## config.mk

```make
export PLATFORM = sky130hd
export DESIGN_NAME = cnn_image_pool_bcast
export DESIGN_NICKNAME = d
export VERILOG_FILES = /design/src/rtl/cnn_image_pool_bcast.sv
export SDC_FILE = /design/constraint.sdc
export NUM_CORES = 1
export LEC_CHECK = 0
export ABC_AREA = 1
export CAP_MARGIN = 20
export CORE_MARGIN = 2
export CORE_UTILIZATION = 52
export DETAILED_ROUTE_END_ITERATION = 10
export PLACE_DENSITY = 0.85
export SYNTH_ARGS = -nofsm -noshare
export SYNTH_HDL_FRONTEND = slang
export SYNTH_SLANG_ARGS = --single-unit
```

## constraint.sdc

```tcl
create_clock -name clk -period 4.21 [get_ports clk]
set_input_delay 0.842 -clock clk [delete_from_list [all_inputs] [get_ports clk]]
set_output_delay 0.842 -clock clk [all_outputs]
set_load 0.01 [all_outputs]
```

## src/rtl/cnn_image_pool_bcast.sv

```systemverilog
// ASPP image-pooling branch: averages each channel plane of a channel-planar stream and
// re-broadcasts the mean IMAGE_SIZE times; first beat one cycle after the plane's last pixel, no backpressure.
module cnn_image_pool_bcast #(
  parameter int DATA_WIDTH   = 32,
  parameter int IMAGE_WIDTH  = 32,
  parameter int IMAGE_HEIGHT = 32,
  parameter int CHANNEL_NUM  = 256
) (
  input  logic                         clk,
  input  logic                         reset,
  input  logic                         valid_in,
  input  logic signed [DATA_WIDTH-1:0] in,
  output logic        [DATA_WIDTH-1:0] out,
  output logic                         valid_out,
  output logic        [15:0]           ch_idx,
  output logic                         frame_done,
  output logic                         overrun
);

  localparam int IMAGE_SIZE = IMAGE_WIDTH * IMAGE_HEIGHT;
  localparam int LOG2_SIZE  = $clog2(IMAGE_SIZE);
  localparam int ACC_WIDTH  = DATA_WIDTH + LOG2_SIZE;
  localparam int CNT_W      = (LOG2_SIZE > 0) ? LOG2_SIZE : 1;
  localparam logic [CNT_W-1:0] LAST_PIX = CNT_W'(IMAGE_SIZE - 1);
  localparam logic [15:0]      LAST_CH  = 16'(CHANNEL_NUM - 1);

  logic signed [ACC_WIDTH-1:0]  r_acc;
  logic        [CNT_W-1:0]      r_pix_cnt;
  logic        [CNT_W-1:0]      r_bcast_cnt;
  logic        [15:0]           r_in_ch;
  logic        [DATA_WIDTH-1:0] r_out;
  logic                         r_valid_out;
  logic        [15:0]           r_ch_idx;
  logic                         r_overrun;

  logic signed [ACC_WIDTH-1:0]  w_sum;
  logic        [DATA_WIDTH-1:0] w_mean;
  logic                         w_last;

  assign w_sum  = r_acc + ACC_WIDTH'(in);
  // Taking the top DATA_WIDTH bits is the floor-divide by IMAGE_SIZE (arithmetic shift).
  assign w_mean = w_sum[LOG2_SIZE +: DATA_WIDTH];
  assign w_last = valid_in && (r_pix_cnt == LAST_PIX);

  always_ff @(posedge clk or posedge reset) begin
    if (reset) begin
      r_acc       <= '0;
      r_pix_cnt   <= '0;
      r_in_ch     <= '0;
      r_bcast_cnt <= '0;
      r_out       <= '0;
      r_valid_out <= 1'b0;
      r_ch_idx    <= '0;
      r_overrun   <= 1'b0;
    end else begin
      if (valid_in) begin
        if (w_last) begin
          r_acc     <= '0;
          r_pix_cnt <= '0;
          r_in_ch   <= (r_in_ch == LAST_CH) ? 16'd0 : r_in_ch + 16'd1;
        end else begin
          r_acc     <= w_sum;
          r_pix_cnt <= r_pix_cnt + 1'b1;
        end
      end

      // A plane-end load always wins; landing mid-broadcast is a rate violation.
      if (w_last) begin
        r_out       <= w_mean;
        r_valid_out <= 1'b1;
        r_bcast_cnt <= LAST_PIX;
        r_ch_idx    <= r_in_ch;
        if (r_bcast_cnt != '0) r_overrun <= 1'b1;
      end else if (r_bcast_cnt != '0) begin
        r_bcast_cnt <= r_bcast_cnt - 1'b1;
      end else begin
        r_valid_out <= 1'b0;
      end
    end
  end

  assign out        = r_out;
  assign valid_out  = r_valid_out;
  assign ch_idx     = r_ch_idx;
  assign overrun    = r_overrun;
  assign frame_done = r_valid_out && (r_bcast_cnt == '0) && (r_ch_idx == LAST_CH);

endmodule

```

# Word-level counts from Yosys, hierarchy flattened

Cells that the tools add are included.

Add/sub/neg operators: 4
Multiply operators: 0
Div/mod/pow operators: 0
Magnitude comparators: 0
Equality and inequality tests: 4
Shift operators: 0
Mux-type cells: 7
Bitwise logic cells: 0
Reductions and logical operators: 8

Operator list:

| kind                                                                    | count |
|---|---|
| 42-bit by 32-bit adder with 42-bit output                               | 1 |
| 42-bit 2-to-1 mux                                                       | 1 |
| 16-bit by 8-bit equality test with 1-bit output (second input constant) | 2 |
| 10-bit 2-to-1 mux                                                       | 3 |
| 16-bit by 1-bit adder with 16-bit output (second input constant)        | 1 |
| 16-bit 2-to-1 mux                                                       | 1 |
| 10-bit by 1-bit adder with 10-bit output (second input constant)        | 1 |
| 10-bit equality test (second input constant)                            | 1 |
| 10-bit zero test                                                        | 1 |
| 10-bit nonzero test                                                     | 1 |
| 10-bit by 1-bit subtractor with 10-bit output (second input constant)   | 1 |
| 2-bit AND reduction                                                     | 2 |
| 1-bit logical AND                                                       | 3 |
| 1-bit 2-to-1 mux                                                        | 2 |
| 2-bit inequality test (second input constant)                           | 1 |
| 2-bit nonzero test                                                      | 1 |

Register bits: 128
Latch bits: 0
Memory bits (writable): 0
Bits in read-only memories: 0
Input bits: 35
Output and inout port bits: 51
Word-level logic and storage cells: 31
Memories kept: 0

# Longest topological paths before layout

Word-level depth: 3
Depth in mapped cells: 14
Depth with buffers taken out: 14

# Worst setup path after synthesis

No wires, ideal clock.

Path type: input-to-reg
Start point: in in[0]
End point: reg r_out[10] (netlist: out[10])
Setup time: 0.117 ns
Arrival time: 2.378 ns
Required time: 4.093 ns
Setup slack: 1.715 ns
Stages: 10
Buffers on the path: 0
Cells stage by stage: ha_1 > fa_1 > nand2_1 > nand3_1 > and2_1 > nand3b_1 > nand3_1 > or2_2 > nand3_1 > nand2_1

Longest elaborated chain between the ends: 1

Ends and longest elaborated chain:

| what                                      | RTL line | text |
|---|---|---|
| start: declaration                        | 12       | `input logic signed [DATA_WIDTH-1:0] in,` |
| 42-bit by 32-bit adder with 42-bit output | 40       | `assign w_sum = r_acc + ACC_WIDTH'(in);` |
| end signal: assignment                    | 69       | `r_out <= w_mean;` |
| end: declaration                          | 31       | `logic [DATA_WIDTH-1:0] r_out;` |

No other way between the ends.
A chain may end at the register's enable or synchronous reset.

# Worst setup path in the final report

Start point: reg r_bcast_cnt[0]
End point: out frame_done

Longest elaborated chain between the ends: 3

Ends and longest elaborated chain:

| what                            | RTL line | text |
|---|---|---|
| start: declaration              | 29       | `logic [CNT_W-1:0] r_bcast_cnt;` |
| start signal: assignment        | 75       | `r_bcast_cnt <= r_bcast_cnt - 1'b1;` |
| 10-bit zero test                | 86       | `assign frame_done = r_valid_out && (r_bcast_cnt == '0) && (r_ch_idx == LAST_CH);` |
| 1-bit logical AND (2 in series) | 86       |  |
| end: declaration                | 16       | `output logic frame_done,` |

No other way between the ends.

==> impl_results.md <==
- I/O Buffers: 85
- Wl on met1: 9.88 mm
- Sink Count: about 130
- RSZ-0062 raised after global routing: false
- FF-to-FF setup slack: 1.59 ns
- Num rows: 46
- Final setup fails: 0
- Leak: ~5.3 nW
- Crit-path cells: inv_1 > ha_1 > nand2_1 > nor2_1 > nand4_1 > nor2_1 > clkdlybuf4s50_1
- Antenna Nets Post-Route: 0
- Synth Warn #: 0
- Later-pin clock latency in the skew report: around 0.44 ns
- Max cap viols: 0
- Io pins: 86
- FFs w/ async S/R, synth: 100%
- Die W: around 130 um
- Remaining Overflow, GRT: 0
- Met3 WL: approximately 1.2 mm
- Syn Area/Cell: 6.86 um2
- Seq cells post-synth: roughly 130
- Starting Density: 53.0%
- WL final: 21.9 mm
- Worst EP required: 3.37 ns
- CTS buffer count: 17
- Synth cell types: 38
- Synth top area share: 38.2%
- Largest net degree at the start of global routing: 63
- Reg2reg start: r_pix_cnt[0]$_DFFE_PP0P_
- Routed wire length on met2: 10.4 mm
- Crit path max fanout: 5
- Vias in the first global route: between 7000 and 8000
- Highest clock rate: just over 0.3 GHz
- Iteration-0 DRC Markers: 631
- Hold Startpoint: out[17]$_DFFE_PP0P_
- Clock Skew: a little over 0.009 ns
- GRT Util Overall: 27.2%
- Cell Area, Synth: around 0.0084 mm2
- Register-to-Register Path Depth: 8
- Register area share after synthesis: 38.2%
- Worst relative slew slack: ~43%
- Root buffer cell: clkbuf_16
- Nature of the critical path endpoint: output pin
- Htree depth: 4
- Hold path cells: 2
- Worst Max-Slew Pin Slew: 0.852 ns
- DRC: 0
- Post-synth EDFFs: 0
- CP max stage cell: clkdlybuf4s50_1
- Cells after synthesis: 1222
- Routed len/inst: between 10 and 15 um
- Biggest cell delay along the critical path: roughly 0.54 ns
- Critical Path Source Type: flip-flop
- Hold-fix buffers, CTS: 0
- Initial DRT Pass Iterations: 5
- Post-Syn Nets: 1302
- Fill count: around 1400
- Setup_tns: 0 ns
- Commonest cells after routing, fill and taps aside: 453 x nand2_1, 176 x inv_1, 128 x dfrtp_1
- CTS tree: done
- Dominant synthesized flop cell: dfrtp_1
- Routed via count: 7969
- Outcome: finished clean
- Top cell by count, worst path: nor2_1
- Multi-input gate area: 0.00438 mm2
- # diodes: 0
- Final Hold Vio Count: 0
- Post-CTS setup buffers: 0
- Reg2reg end: r_bcast_cnt[0]$_DFFE_PP0P_
- P per Cell Area: 585 mW/mm2
- Max-slew violations: 0
- Net count, final: 1391
- Worst min path class: flip-flop to flip-flop
- Resized cells post-CTS: 0
- Setup Crit Path Kind: flip-flop to output pin
- Power, Total: 5.87 mW
- RePlAce Congestion: 0.977
- Maximum clock insertion buffer count: 2
- Area occupied by registers: 0.00320 mm2
- VDD IR max: 372 uV
- Final period util: 78.4%
- Most common cell after layout, fill and taps aside: nand2_1
- Final min period: 3.30 ns
- First-pass GRT wire length: 36.4 mm
- WHS Endpoint: out[17]$_DFFE_PP0P_
- Area Overhead vs Synth: 19.6%
- Die Span Y: 131 um
- Initial antenna violation count: 0
- Post-DR vias/cell: between 5 and 6
- Synth area leader: dfrtp_1
- Layout cells sized above 1: 4.00%
- Clock Pin Slew Worst Setup and Hold Paths: 0.06 ns
- Die area: approximately 0.017 mm2
- Top Layer Used: met4
- Core area: 0.0158 mm2
- DP Wirelength: 16.1 mm
- Top cells by area, synth: dfrtp_1 38%, nand2_1 20%, inv_1 7.9%, ha_1 6.6%, nand3_1 5.7%
- Signal arrival time at the worst endpoint: 2.46 ns
## worst max-delay path by stage
stage,from,to,slack [ns],cells after the start
floorplan,in[0],out[10]$_DFFE_PP0P_,1.72,10
global placement,in[31],out[30]$_DFFE_PP0P_,0.93,9
detailed placement,valid_in,r_bcast_cnt[0]$_DFFE_PP0P_,0.87,8
CTS,r_bcast_cnt[0]$_DFFE_PP0P_,frame_done,0.91,7
global route,r_bcast_cnt[0]$_DFFE_PP0P_,frame_done,0.68,7
finish,r_bcast_cnt[0]$_DFFE_PP0P_,frame_done,0.91,7
## cell families after synthesis
| group | count (synthesis) | share of synthesized area, % |
|---|---|---|
| simple gates | 697 | 34.4 |
| buf+inv | 201 | 9.59 |
| flops | 128 | 38.2 |
| compound gates | 119 | 7.68 |
| fa+ha+maj | 45 | 6.80 |
| xor+xnor | 32 | 3.34 |
## layer usage
metal  global-route usage (%)  vias to the layer above
met4                     9.14                        0
met5                        0                        -
met2                     44.9                      241
met1                     35.7                     3673
met3                     5.78                       36
li1                         -                     4019
## synthesized netlist by cell type, types with 6 or more instances
cell,n
nand2_1,453
inv_1,177
dfrtp_1,128
nor2_1,97
nand3_1,96
o21ai_0,54
ha_1,44
a21oi_1,36
xor2_1,17
xnor2_1,15
nand4_1,13
nor3_1,12
clkbuf_1,9
o21ai_1,9
or2_2,8
buf_2,7
nand3b_1,6
o21bai_1,6
## flip-flops by register name (all words and copies together), names as in the netlist
signal	flops
r_pix_cnt	10
out	32
ch_idx	16
overrun	1
r_acc	42
valid_out	1
r_bcast_cnt	10
r_in_ch	16
## critical path: cells and delay by family (launching register included)
family                     cells  cell delay, ns
adders and majority gates      1            0.22
DFF                            1            0.37
buffers and inverters          2            0.66
and+or+nand+nor                4            0.77
## metrics by stage
stage | hold WS (ns) | std cells | setup WS [ns] | utilization, % | area (um2)
floorplan | 0.433 | 1222 | 1.72 | - | 8390
global placement | 0.461 | 1508 | 0.927 | 59.7 | 9450
detailed placement | 0.464 | 1508 | 0.865 | 59.7 | 9450
CTS | 0.484 | 1540 | 0.909 | 63.4 | 10000
global route | 0.503 | 1540 | 0.679 | 63.4 | 10000
finish | 0.477 | 1540 | 0.910 | 63.4 | 10000
## where the power goes
part / switching, mW / total [mW] / leakage [nW] / internal, mW
logic: 1.79 / 2.75 / 3.47 / 0.957
registers: 0.160 / 1.62 / 1.59 / 1.46
clock network: 0.660 / 1.50 / 0.284 / 0.843
total: 2.61 / 5.87 / 5.35 / 3.26
## final cells by class
cell class / instances / area share [%]
clock inverter: 15 / 1.60
sequential: 128 / 31.9
tap: 216 / 2.69
clock buffer: 17 / 4.24
multi-input combinational: 893 / 43.7
timing repair buffer: 91 / 9.06
inverter: 180 / 6.81
Power figures use the tool's default switching activity.
